$ cat src/rtl/mux_pkg.sv
// Shared definitions for the pipelined N:1 multiplexer: size limits, the per-stage
// control bundle and the select range check.
package mux_pkg;

  localparam int unsigned MUX_MAX_N   = 64;
  localparam int unsigned MUX_MAX_LAT = 4;
  localparam int unsigned MUX_MAX_SW  = $clog2(MUX_MAX_N);

  // Control fields of one pipeline stage. The select is held at its widest legal size;
  // each stage masks it down to the configured select width.
  typedef struct packed {
    logic                  valid;
    logic [MUX_MAX_SW-1:0] sel;
    logic                  err;
  } mux_stage_t;

  function automatic logic sel_in_range(input logic [31:0] sel, input int unsigned n);
    return sel < n;
  endfunction

endpackage

$ cat src/rtl/mux_pipe_stage.sv
// One register stage of the multiplexer pipeline. Holds {valid, sel, err} plus a data
// word; loads from upstream when enabled, otherwise holds everything unchanged.
module mux_pipe_stage
  import mux_pkg::*;
#(
  parameter int unsigned W  = 32,
  parameter int unsigned SW = 4
) (
  input  logic         clk,
  input  logic         rst_n,
  input  logic         i_en,
  input  mux_stage_t   i_ctrl,
  input  logic [W-1:0] i_data,
  output mux_stage_t   o_ctrl,
  output logic [W-1:0] o_data
);

  localparam logic [MUX_MAX_SW-1:0] SelMask = {MUX_MAX_SW{1'b1}} >> (MUX_MAX_SW - SW);

  mux_stage_t   r_ctrl;
  logic [W-1:0] r_data;

  // Bubbles only move the valid bit, so an idle stage keeps its last word (zero after reset).
  always_ff @(posedge clk) begin
    if (!rst_n) begin
      r_ctrl <= '0;
      r_data <= '0;
    end else if (i_en) begin
      r_ctrl.valid <= i_ctrl.valid;
      if (i_ctrl.valid) begin
        r_ctrl.sel <= i_ctrl.sel & SelMask;
        r_ctrl.err <= i_ctrl.err;
        r_data     <= i_data;
      end
    end
  end

  assign o_ctrl = r_ctrl;
  assign o_data = r_data;

endmodule

$ cat src/rtl/pipelined_mux_nto1.sv
// N-input, W-bit selector followed by LAT registered stages with valid/ready flow control.
// Selects >= N produce a zero word with out_err set.
// Optional build macro MUX_PARITY_EN adds out_par, the XOR reduction of the selected word,
// computed at stage 0 and carried alongside the data through every stage.
module pipelined_mux_nto1
  import mux_pkg::*;
#(
  parameter int unsigned W   = 32,
  parameter int unsigned N   = 16,
  parameter int unsigned LAT = 1,
  localparam int unsigned SW = $clog2(N)
) (
  input  logic           clk,
  input  logic           rst_n,
  input  logic [N*W-1:0] in_data,
  input  logic [SW-1:0]  in_sel,
  input  logic           in_valid,
  output logic           in_ready,
  output logic [W-1:0]   out_data,
  output logic [SW-1:0]  out_sel,
  output logic           out_err,
`ifdef MUX_PARITY_EN
  output logic           out_par,
`endif
  output logic           out_valid,
  input  logic           out_ready
);

`ifdef MUX_PARITY_EN
  localparam int unsigned DW = W + 1;
`else
  localparam int unsigned DW = W;
`endif

  if (N < 2 || N > MUX_MAX_N) begin : g_bad_n
    $error("pipelined_mux_nto1: N must be within 2..%0d", MUX_MAX_N);
  end
  if (LAT < 1 || LAT > MUX_MAX_LAT) begin : g_bad_lat
    $error("pipelined_mux_nto1: LAT must be within 1..%0d", MUX_MAX_LAT);
  end

  logic             w_in_range;
  logic [31:0]      w_lsb;
  logic [W-1:0]     w_sel_data;
  logic [DW-1:0]    w_load_data;
  mux_stage_t       w_load_ctrl;
  logic [LAT:0]     w_en;
  mux_stage_t       w_ctrl [LAT];
  logic [DW-1:0]    w_data [LAT];
  logic             w_unused_sel;

  assign w_in_range = sel_in_range(32'(in_sel), N);
  assign w_lsb      = 32'(in_sel) * W;
  assign w_sel_data = w_in_range ? in_data[w_lsb +: W] : '0;

`ifdef MUX_PARITY_EN
  assign w_load_data = {^w_sel_data, w_sel_data};
`else
  assign w_load_data = w_sel_data;
`endif

  // Stage 0 load bundle; valid follows in_valid because stage 0 only loads when in_ready.
  always_comb begin
    w_load_ctrl       = '0;
    w_load_ctrl.valid = in_valid;
    w_load_ctrl.sel   = MUX_MAX_SW'(in_sel);
    w_load_ctrl.err   = !w_in_range;
  end

  // A stage may advance when it or any stage downstream is empty, or the consumer takes a word.
  always_comb begin
    w_en      = '0;
    w_en[LAT] = out_ready;
    for (int i = int'(LAT) - 1; i >= 0; i--) begin
      w_en[i] = w_en[i+1] || !w_ctrl[i].valid;
    end
  end

  for (genvar i = 0; i < LAT; i++) begin : g_stage
    mux_stage_t    w_stg_ctrl;
    logic [DW-1:0] w_stg_data;

    if (i == 0) begin : g_first
      assign w_stg_ctrl = w_load_ctrl;
      assign w_stg_data = w_load_data;
    end else begin : g_next
      assign w_stg_ctrl = w_ctrl[i-1];
      assign w_stg_data = w_data[i-1];
    end

    mux_pipe_stage #(
      .W (DW),
      .SW(SW)
    ) u_stage (
      .clk   (clk),
      .rst_n (rst_n),
      .i_en  (w_en[i]),
      .i_ctrl(w_stg_ctrl),
      .i_data(w_stg_data),
      .o_ctrl(w_ctrl[i]),
      .o_data(w_data[i])
    );
  end

  assign in_ready  = w_en[0];
  assign out_valid = w_ctrl[LAT-1].valid;
  assign out_sel   = w_ctrl[LAT-1].sel[SW-1:0];
  assign out_err   = w_ctrl[LAT-1].err;
  assign out_data  = w_data[LAT-1][W-1:0];
`ifdef MUX_PARITY_EN
  assign out_par   = w_data[LAT-1][W];
`endif

  // Upper select bits are always zero after masking in the stages.
  assign w_unused_sel = ^w_ctrl[LAT-1].sel;

endmodule

$ cat config.mk
export PLATFORM = sky130hd
export DESIGN_NAME = pipelined_mux_nto1
export DESIGN_NICKNAME = d
export VERILOG_FILES = /design/src/rtl/mux_pkg.sv /design/src/rtl/mux_pipe_stage.sv /design/src/rtl/pipelined_mux_nto1.sv
export SDC_FILE = /design/constraint.sdc
export NUM_CORES = 1
export LEC_CHECK = 0
export BUFFER_PORTS_ARGS = -buffer_cell sky130_fd_sc_hd__buf_4
export CORE_AREA = 2 2 218 220
export DETAILED_ROUTE_END_ITERATION = 6
export DIE_AREA = 0 0 220 222
export RECOVER_POWER = 25
export SYNTH_ARGS = -nofsm -noshare
export SYNTH_HDL_FRONTEND = slang
export SYNTH_SLANG_ARGS = --single-unit
$ cat constraint.sdc
create_clock -name clk -period 2 [get_ports clk]
set_input_delay 0.1 -clock clk [delete_from_list [all_inputs] [get_ports clk]]
set_output_delay 0.1 -clock clk [all_outputs]
set_load 0.03 [all_outputs]
==> impl_metrics.yaml <==
floorplanning:
  initial_core_util_pct: 10.97
  die_width_um: 220
  die-area_um2: 48840
  rows: 79
  io_pins: 559
  design.core.area_um2: 46260
  die_height_um: 222
yosys:
  postSynthCellCount: 361
  syn_nets: 881
  synthesis.area_um2: 5074
  synth-seq-area-share_pct: 14.60
  synth_area_per_cell_um2: 14.05
  yosys_register_bits: 37
  synth_cell_type_count: 18
  synth.yosys.warnings: 0
power:
  share_comb_of_total_power_pct: 51.5
  internal_power_w: 0.002854
  post-layout-total-power_w: 0.004101
  power.ir.vdd_worst_mv: 0.2725
  seq_power_share_pct: 20.6
  power_per_cell_area_nw_per_um2: 396.4
  clkPwrFrac_pct: 27.9
  power.switching_fraction_pct: 30.40
  static-leakage-power_nw: 4.583
  net_switching_w: 0.001246
detailed_routing:
  route.vias.total: 6177
  route.detailed.vias_per_inst: 4.053
  drc_violation_count_after_routing: 0
  post_route_antenna_net_violation_count: 0
  wl_mm: 31.02
  drt_wl_cell_um: 20.36
  drtIter0Drc: 274
  dr.pass1.iters: 4
hold_path:
  worst_hold_endpoint: "g_stage[0].u_stage.o_ctrl[4]$_SDFFE_PN0P_"
  min_delay_path_depth: 3
  min-delay-start: "in_sel[3]"
  hold_path_class: "in -> reg"
global_routing:
  total_routing_usage_gr_pct: 12.02
  overflow: 0
  largest_net_degree_at_the_start_of_global_routing: 55
  antenna_found_initial: 1
  grt_pass1_wl_mm: 42.92
  grt_pass1_vias: 6865
final_layout:
  final.fill_count: 5020
  multiInputGateArea_um2: 4121
  drive_gt1_share_pct: 81.55
  nets: 1435
  final-seq-area_um2: 740.7
  layout_commonest_cell: "buf_4"
  mostFrequentLayoutCells: "566 x buf_4, 128 x mux4_2, 37 x dfxtp_1"
  area.growth.synth_to_final_pct: 103.9
place:
  total_half_perimeter_wirelength_after_legalization_and_detailed_placement_mm: 26.34
  port_buf_inserts: 557
  place_congestion: 1.020
cts:
  post_cts.resized_instances: 0
  total_cts_buffers: 5
  htree_levels: 2
  cts_tree: "built"
  hold_buffers: 0
  path_clk_slew_ps: 70
  clock-root-buffer: "clkbuf_16"
  clk-insertion-delay-late_ps: 320
  cts_setup_buffers: 0
  clockBufferDepth: 2
  cts_sinks: 37
timing:
  finClkSkew_ps: 7.324
  slew_viol_final: 0
  final_min_period_over_clock_period_pct: 78.50
  fin_tns_setup_ps: 0
  setup_repair_after_global_routing_missed_its_margin: "no"
  setup_viol_count_final: 0
  final-hold-violation-count: 0
  achievable-frequency_mhz: 636.9
  final.min_clock_period_ps: 1570
critical_path:
  worstReg2RegEnd: "g_stage[0].u_stage.o_data[4]$_SDFFE_PN0P_"
  worst_setup_path_end_kind: "flip-flop"
  timing.reg2reg.worst_path_depth: 5
  cp_max_fo: 32
  critPathRequiredTime_ps: 2210
  worst_setup_path_start_kind: "flip-flop"
  arrival_ps: 1780
  timing.reg2reg.setup_slack_ps: 430
  timing.rr.start: "g_stage[0].u_stage.o_ctrl[7]$_SDFFE_PN0P_"
  crit_type: "reg -> reg"
outcome:
  run_status: "complete, no violations"
flow_run:
  drv.max_cap_violation_count: 0
## area by class of cell
| class | instances | area share, % |
|---|---|---|
| antenna | 1 | 0.02419 |
| clock buffer | 5 | 1.209 |
| clock inverter | 3 | 0.6289 |
| inverter | 1 | 0.03628 |
| multi-input combinational | 276 | 39.84 |
| sequential | 37 | 7.160 |
| tap | 607 | 7.342 |
| timing repair buffer | 594 | 43.76 |
## registers in the layout, indices dropped and copies added, names as in the netlist
| name | flops |
|---|---|
| g_stage.u_stage.o_data | 32 |
| g_stage.u_stage.o_ctrl | 5 |
## critical path: stages (launching register included)
cell and delay, ps:
dfxtp_1 310, nand2b_1 250, nand2_1 110, and2_2 220, buf_12 190, a221o_1 370
## synthesized netlist by cell type, drive strengths merged
cell type	count	area (um^2)
nor2	33	123.9
nand2	6	22.52
nand4b	1	8.760
a21boi	5	37.54
nand2b	1	6.260
nand3	4	20.02
buf	23	126.4
a221o	32	320.3
and2	1	6.260
mux4	128	2883
clkbuf	24	90.09
dfxtp	37	740.7
mux2	32	360.4
mux2i	32	320.3
inv	1	3.750
conb	1	3.750
## routing by layer
layer	wire length (um)	vias to the layer above	track usage, %
met3	2807	26	2.977
met5	0	-	0
met1	11510	3076	13.42
li1	-	2702	-
met2	16040	373	21.92
met4	664	0	4.178
## power by group through the flow
stage	sequential (W)	combinational, W	clock [W]
2_1_floorplan	0.000986	0.000833	0
3_3_place_gp	0.000862	0.00212	0
3_5_place_dp	0.000862	0.00215	0
4_1_cts	0.000846	0.00215	0.00124
5_1_grt	0.000855	0.00223	0.00124
6_report	0.000846	0.00211	0.00114
## worst max path at each step
stage | from | end | slack, ps | depth (start not counted)
2_1_floorplan | g_stage[0].u_stage.o_ctrl[7]$_SDFFE_PN0P_ | g_stage[0].u_stage.o_data[0]$_SDFFE_PN0P_ | 170 | 7
3_3_place_gp | in_sel[1] | g_stage[0].u_stage.o_data[9]$_SDFFE_PN0P_ | 110 | 6
3_5_place_dp | in_sel[1] | g_stage[0].u_stage.o_data[10]$_SDFFE_PN0P_ | 110 | 6
4_1_cts | g_stage[0].u_stage.o_ctrl[7]$_SDFFE_PN0P_ | g_stage[0].u_stage.o_data[23]$_SDFFE_PN0P_ | 440 | 5
5_1_grt | g_stage[0].u_stage.o_ctrl[7]$_SDFFE_PN0P_ | g_stage[0].u_stage.o_data[14]$_SDFFE_PN0P_ | 330 | 5
6_report | g_stage[0].u_stage.o_ctrl[7]$_SDFFE_PN0P_ | g_stage[0].u_stage.o_data[4]$_SDFFE_PN0P_ | 430 | 5
## per-stage QoR
| step | instances | util [%] | hold slack [ps] | area, um^2 | setup slack (ps) |
|---|---|---|---|---|---|
| after floorplan | 361 | - | 238.8 | 5074 | 167.7 |
| after global placement | 1515 | 22.08 | 391.7 | 10220 | 113.5 |
| after detailed placement | 1515 | 22.08 | 397.8 | 10220 | 110.9 |
| after CTS | 1523 | 22.50 | 32.34 | 10410 | 437.9 |
| after global routing | 1523 | 22.36 | 62.94 | 10340 | 326.1 |
| final | 1524 | 22.36 | 64.10 | 10340 | 430.0 |
## cell families (layout without fill, tap and decap cells)
family,count (synthesis),count (layout),synth area share (%)
mux,192,192,70.23
simple gates,46,46,3.699
flops,37,37,14.60
other cells,1,2,0.07391
compound gates,37,37,7.053
buf+inv,48,603,4.340
Note: power is estimated with default switching activity, not from simulation.
